===== config.mk =====
export PLATFORM = sky130hd
export DESIGN_NAME = delayed_write_scheduler
export DESIGN_NICKNAME = d
export VERILOG_FILES = /design/src/rtl/delay_sched_pkg.sv /design/src/rtl/dly_slot.sv /design/src/rtl/delayed_write_scheduler.sv
export SDC_FILE = /design/constraint.sdc
export NUM_CORES = 1
export LEC_CHECK = 0
export BUFFER_PORTS_ARGS = -buffer_cell sky130_fd_sc_hd__buf_2
export CELL_PAD_IN_SITES_DETAIL_PLACEMENT = 1
export CELL_PAD_IN_SITES_GLOBAL_PLACEMENT = 1
export CORE_UTILIZATION = 42
export DETAILED_ROUTE_END_ITERATION = 8
export GPL_TIMING_DRIVEN = 0
export PLACE_DENSITY = 0.83
export SETUP_SLACK_MARGIN = 0.15
export SYNTH_ARGS = -nofsm -noshare
export SYNTH_HDL_FRONTEND = slang
export SYNTH_SLANG_ARGS = --single-unit

===== constraint.sdc =====
create_clock -name clk -period 6.6 [get_ports clk]
set_clock_uncertainty 0.05 [all_clocks]
set_input_delay 0.99 -clock clk [delete_from_list [all_inputs] [get_ports clk]]
set_output_delay 0.99 -clock clk [all_outputs]
set_load 0.01 [all_outputs]

===== src/rtl/delay_sched_pkg.sv =====
`default_nettype none
// ============================================================================
//  Module   : delay_sched_pkg
//  Purpose  : Shared definitions for the delayed write scheduler: the
//             delay-select encoding and the default geometry constants.
//  Revision : 1.0 - initial release
// ============================================================================
package delay_sched_pkg;

    // Delay-select encoding. The spare code 2'b11 also means "typical".
    typedef enum logic [1:0] {
        DLY_MIN     = 2'b00,
        DLY_TYP     = 2'b01,
        DLY_MAX     = 2'b10,
        DLY_TYP_ALT = 2'b11
    } dly_sel_e;

    localparam int unsigned c_DEFAULT_DW    = 4;
    localparam int unsigned c_DEFAULT_DEPTH = 4;
    localparam int unsigned c_DEFAULT_CW    = 5;

endpackage
`default_nettype wire


===== src/rtl/dly_slot.sv =====
`default_nettype none
// ============================================================================
//  Module   : dly_slot
//  Purpose  : One pending-write slot: valid flag, data, delay down-counter,
//             zero (eligible) flag and issue-order rank.
//  Ports    : clk, rst_n        - clock, async active-low reset
//             i_load            - load this slot (data, count, rank)
//             i_data/i_count/i_tag - values loaded on i_load
//             i_free            - this slot commits at this edge
//             i_cmt/i_cmt_tag   - some slot commits, and its rank
//             o_valid/o_data/o_zero/o_tag - slot state
//  Revision : 1.0 - initial release
// ============================================================================
module dly_slot #(
    parameter int DW = 4,
    parameter int CW = 5,
    parameter int TW = 2
) (
    input  logic          clk,
    input  logic          rst_n,
    input  logic          i_load,
    input  logic [DW-1:0] i_data,
    input  logic [CW-1:0] i_count,
    input  logic [TW-1:0] i_tag,
    input  logic          i_free,
    input  logic          i_cmt,
    input  logic [TW-1:0] i_cmt_tag,
    output logic          o_valid,
    output logic [DW-1:0] o_data,
    output logic          o_zero,
    output logic [TW-1:0] o_tag
);

    logic          r_valid;
    logic [DW-1:0] r_data;
    logic [CW-1:0] r_cnt;
    logic [TW-1:0] r_tag;

    // The tag is the slot's rank among occupied slots (0 = oldest). When an
    // older slot commits, every younger slot moves one rank closer to 0, so
    // ranks stay dense and unique without any wrap-around handling.
    always_ff @(posedge clk or negedge rst_n) begin
        if (!rst_n) begin
            r_valid <= 1'b0;
            r_data  <= '0;
            r_cnt   <= '0;
            r_tag   <= '0;
        end else if (i_load) begin
            r_valid <= 1'b1;
            r_data  <= i_data;
            r_cnt   <= i_count;
            r_tag   <= i_tag;
        end else if (i_free) begin
            r_valid <= 1'b0;
        end else if (r_valid) begin
            if (r_cnt != '0) begin
                r_cnt <= r_cnt - CW'(1);
            end
            if (i_cmt && (r_tag > i_cmt_tag)) begin
                r_tag <= r_tag - TW'(1);
            end
        end
    end

    assign o_valid = r_valid;
    assign o_data  = r_data;
    assign o_zero  = r_valid && (r_cnt == '0);
    assign o_tag   = r_tag;

endmodule
`default_nettype wire


===== src/rtl/delayed_write_scheduler.sv =====
`default_nettype none
// ============================================================================
//  Module   : delayed_write_scheduler
//  Purpose  : Accepts write requests, holds each for a selectable delay and
//             commits them one per cycle (oldest first among expired ones)
//             into a single committed value register.
//  Ports    : clk, rst_n                 - clock, async active-low reset
//             min_dly/typ_dly/max_dly    - configured delays (cycles)
//             dly_sel                    - delay select (see delay_sched_pkg)
//             req_valid/req_data/req_ready - request handshake
//             value_q/value_valid        - committed value and its validity
//             commit                     - one-cycle pulse per commit
//             pending                    - number of occupied slots
//  Revision : 1.0 - initial release
// ============================================================================
module delayed_write_scheduler
    import delay_sched_pkg::*;
#(
    parameter int DW    = c_DEFAULT_DW,
    parameter int DEPTH = c_DEFAULT_DEPTH,
    parameter int CW    = c_DEFAULT_CW
) (
    input  logic                       clk,
    input  logic                       rst_n,
    input  logic [CW-1:0]              min_dly,
    input  logic [CW-1:0]              typ_dly,
    input  logic [CW-1:0]              max_dly,
    input  logic [1:0]                 dly_sel,
    input  logic                       req_valid,
    input  logic [DW-1:0]              req_data,
    output logic                       req_ready,
    output logic [DW-1:0]              value_q,
    output logic                       value_valid,
    output logic                       commit,
    output logic [$clog2(DEPTH+1)-1:0] pending
);

    localparam int PW = $clog2(DEPTH + 1);
    localparam int TW = $clog2(DEPTH);

    logic [DEPTH-1:0] w_valid;
    logic [DEPTH-1:0] w_zero;
    logic [DEPTH-1:0] w_load;
    logic [DW-1:0]    w_data [DEPTH];
    logic [TW-1:0]    w_tag  [DEPTH];

    logic             w_accept;
    logic             w_alloc_found;
    logic [CW-1:0]    w_dly;
    logic [TW-1:0]    w_new_tag;
    logic             w_cmt;
    logic [TW-1:0]    w_cmt_idx;
    logic [TW-1:0]    w_cmt_tag;

    logic [DW-1:0]    r_value;
    logic             r_value_valid;
    logic             r_commit;
    logic [PW-1:0]    r_pending;

    assign req_ready = ~(&w_valid);
    assign w_accept  = req_valid && req_ready;

    always_comb begin
        case (dly_sel_e'(dly_sel))
            DLY_MIN: w_dly = min_dly;
            DLY_MAX: w_dly = max_dly;
            default: w_dly = typ_dly;
        endcase
    end

    // Lowest free index receives the new request.
    always_comb begin
        w_load        = '0;
        w_alloc_found = 1'b0;
        for (int i = 0; i < DEPTH; i++) begin
            if (!w_valid[i] && !w_alloc_found) begin
                w_load[i]     = w_accept;
                w_alloc_found = 1'b1;
            end
        end
    end

    // Among expired slots, the one with the smallest rank (oldest) commits.
    always_comb begin
        w_cmt     = 1'b0;
        w_cmt_idx = '0;
        w_cmt_tag = '0;
        for (int i = 0; i < DEPTH; i++) begin
            if (w_zero[i] && (!w_cmt || (w_tag[i] < w_cmt_tag))) begin
                w_cmt     = 1'b1;
                w_cmt_idx = TW'(i);
                w_cmt_tag = w_tag[i];
            end
        end
    end

    // A newcomer ranks behind every slot still occupied after this edge.
    assign w_new_tag = TW'(r_pending - PW'(w_cmt));

    for (genvar g = 0; g < DEPTH; g++) begin : g_slot
        dly_slot #(
            .DW (DW),
            .CW (CW),
            .TW (TW)
        ) u_slot (
            .clk       (clk),
            .rst_n     (rst_n),
            .i_load    (w_load[g]),
            .i_data    (req_data),
            .i_count   (w_dly),
            .i_tag     (w_new_tag),
            .i_free    (w_cmt && (w_cmt_idx == TW'(g))),
            .i_cmt     (w_cmt),
            .i_cmt_tag (w_cmt_tag),
            .o_valid   (w_valid[g]),
            .o_data    (w_data[g]),
            .o_zero    (w_zero[g]),
            .o_tag     (w_tag[g])
        );
    end

    always_ff @(posedge clk or negedge rst_n) begin
        if (!rst_n) begin
            r_value       <= '0;
            r_value_valid <= 1'b0;
            r_commit      <= 1'b0;
            r_pending     <= '0;
        end else begin
            r_commit  <= w_cmt;
            r_pending <= r_pending + PW'(w_accept) - PW'(w_cmt);
            if (w_cmt) begin
                r_value       <= w_data[w_cmt_idx];
                r_value_valid <= 1'b1;
            end
        end
    end

    assign value_q     = r_value;
    assign value_valid = r_value_valid;
    assign commit      = r_commit;
    assign pending     = r_pending;

endmodule
`default_nettype wire


==> metrics <==
largest net degree at the start of global routing 58; most common cell after layout, fill and taps aside dfrtp_1; total chip power roughly 2.2 mW; Max Fclk 158.7 MHz; GPL Wtd Cong about 0.90; clock buffer depth 2; HPWL Detailed 7338 µm; number of global-route vias before repair 3,276; Starting Density 0.4360; CTS tree done; final-stage net count 482; fin util 0.5190; Worst R2R End g_slot[2].u_slot.o_tag[1]$_DFFE_PN0P_; Fin. Hold Viols 0; Most Crowded Layer GR met2; Setup-failing EPs final 0; actual slew at the worst max-slew pin roughly 0.74 ns; global route total overflow 0; Net Count, Synth 428; status finished clean; max_slew headroom 0.5043; drt total wl 10,260 µm; H-tree level count 3; most frequent cells in the layout 55 x dfrtp_1, 39 x nand2_1, 31 x buf_2, 25 x nor2_1, 23 x inv_1; FF-to-FF setup slack 0.30 ns; Final Slew Violations 0; Core ar. 0.008217 mm²; Internal 1.246 mW; drt drc 0; Chip Width 94.35 µm; highest net fanout along the worst path 5; hold crit path type reg2reg; GR Util All Layers 0.2442; MaxCap Viol Count 0; drt wl/cell 18.76 µm; Die H about 94 µm; FF/Latch Area 0.001429 mm²; CP Capture Point g_slot[2].u_slot.o_tag[1]$_DFFE_PN0P_; VDD IR max around 0.23 mV; post-DR vias/cell 5.801; Worst-Skew Late Latency between 0.3 and 0.4 ns; post-synthesis average cell area roughly 9.3 µm²; synthesized flop and latch total 57; worst slack, placed -0.9640 ns; Setup WS post-layout 0.2972 ns; hold_ws 0.4203 ns; clk sink count 57; worst setup path start g_slot[0].u_slot.r_cnt[1]$_DFFE_PN0P_; layout cells sized above 1 0.2557; met2 GRT Util 0.4221; antenna-violating nets left 0; Root Buffer clkbuf_8; fin crit share 0.9550; Critical Path RT ~6.8 ns; Seq pwr share 0.314; die area a little under 0.009 mm²; M1 GR Usage 0.3021; min cycle time layout around 6.3 ns; Antenna diodes 0; synthesis-to-finish area growth 19.04%; TritonCTS Buffers 9; CP Capture Type flip-flop; CP arrival ~6.5 ns; DR pass1 iterations 4; Port Buffers 31; power density cells around 520 mW/mm²; Comb power frac 0.550; post-synthesis instance total 384; RSZ-0062 raised after global routing false; top_reg_cell synth dfrtp_1; reg2reg path depth 31; initial antenna violation count 0; DR iter-0 viols 121; switching part of the total 0.4397; Row Count 33; hold path depth 2; sequential fraction of the synthesis area 0.3982; crit start category flip-flop; kind of critical path reg2reg; Switching Power around 0.98 mW; area of the multi-input gates 0.002101 mm²; r2r startpoint g_slot[0].u_slot.r_cnt[1]$_DFFE_PN0P_; I/O pin count 34; Leak Pwr 1.864 nW; Syn Std Cell Area around 0.0036 mm²; via count 3,173; first-pass GRT wire length 16,340 µm; number of synthesis warnings 0; clock slew at reported path FFs approximately 0.070 ns; Clk network pwr share 0.136; EDFF count, synth 0; Fill cells 949; synth unique cells 70; crit-path max cell delay between 0.5 and 0.6 ns; CP max stage cell or4_4; ys async rst share 1.000; met3 Track Usage GR 0.03865
==> worst max-delay path, delay by kind of cell (launching register included) <==
family	cells	cell delay (ns)
fa+ha+maj	5	1.29
simple gates	10	2.03
buf+inv	4	0.44
compound gates	9	1.53
flops	1	0.40
xor+xnor	1	0.08
mux	2	0.36
==> how the worst min path moves through the flow <==
stage,slack (ns),end,start
floorplan,0.39,g_slot[1].u_slot.o_data[1]$_DFFE_PN0P_,g_slot[1].u_slot.o_data[1]$_DFFE_PN0P_
global placement,0.40,value_valid$_DFFE_PN0P_,value_valid$_DFFE_PN0P_
detailed placement,0.41,g_slot[1].u_slot.o_data[1]$_DFFE_PN0P_,g_slot[1].u_slot.o_data[1]$_DFFE_PN0P_
CTS,0.42,g_slot[1].u_slot.o_data[1]$_DFFE_PN0P_,g_slot[1].u_slot.o_data[1]$_DFFE_PN0P_
global route,0.45,g_slot[1].u_slot.o_data[1]$_DFFE_PN0P_,g_slot[1].u_slot.o_data[1]$_DFFE_PN0P_
finish,0.42,g_slot[1].u_slot.o_data[1]$_DFFE_PN0P_,g_slot[1].u_slot.o_data[1]$_DFFE_PN0P_
==> synthesized netlist by cell type, types with 5 or more instances <==
library cell,n,area [µm²]
nor3_1,9,45.04
mux2i_1,15,150.1
clkbuf_1,11,41.29
nand3_1,6,30.03
o21ai_0,20,100.1
nand2b_1,8,50.05
dfrtp_1,57,1426
nor2_1,26,97.59
a21oi_1,20,100.1
a22oi_1,7,52.55
ha_1,19,237.7
mux2_2,15,168.9
inv_1,25,93.84
xnor2_1,12,105.1
o21ai_1,6,30.03
nand2_1,41,153.9
nor2b_1,5,31.28
==> power groups by stage <==
stage          Sequential (mW)  Combinational (mW)  Clock, mW
3_3_place_gp             0.677                1.04          0
3_5_place_dp             0.696                1.11          0
4_1_cts                  0.692                1.15      0.312
6_report                 0.698                1.22      0.304
5_1_grt                  0.726                1.36      0.326
2_1_floorplan            0.659               0.826          0
==> final cells by class <==
class | instances | share of cell area
Tap cell | 105 | 0.03081
Timing Repair Buffer | 43 | 0.05810
Sequential cell | 57 | 0.3351
Clock inverter | 2 | 0.002934
Buffer | 16 | 0.01790
Inverter | 26 | 0.02289
Multi-Input combinational cell | 285 | 0.4927
Clock buffer | 13 | 0.03961
==> registers in the layout, indices dropped and copies added (netlist names) <==
signal and flops:
g_slot.u_slot.r_cnt 20, g_slot.u_slot.o_data 16, g_slot.u_slot.o_valid 4, pending 3, value_valid 1, value_q 4, commit 1, g_slot.u_slot.o_tag 8
==> kinds of logic (layout without fill, tap and decap cells) <==
logic type,after synthesis,in the layout,share of synthesized area
adders and majority gates,20,20,0.07195
DFF,57,57,0.3982
xor gates and xnor gates,13,13,0.03179
muxes,30,30,0.08907
AOI/OAI and AO/OA,96,96,0.1816
buffers and inverters,42,100,0.04576
and+or+nand+nor,126,126,0.1816
==> what timing repair did <==
action,in CTS,in global routing
gates resized for setup,15,17
hold buffers,0,0
endpoints found under the setup margin,8,8
pin swaps,5,5
buffers inserted,3,9
==> through the flow <==
stage                     instances  setup TNS, ns  cell area, µm²
after global placement          520         -4.130            3869
final                           547              0            4264
after detailed placement        520         -5.118            3869
after floorplan                 384              0            3582
after CTS                       538              0            4119
after global routing            547              0            4264
==> metal layers <==
metal  part of all wire  up-vias  routed length [µm]
met2               0.50       87                5169
li1                   -     1487                   -
met5                  0        -                   0
met3              0.030       27                 309
met1               0.44     1572                4499
met4              0.027        0                 280
Power figures use the tool's default switching activity.
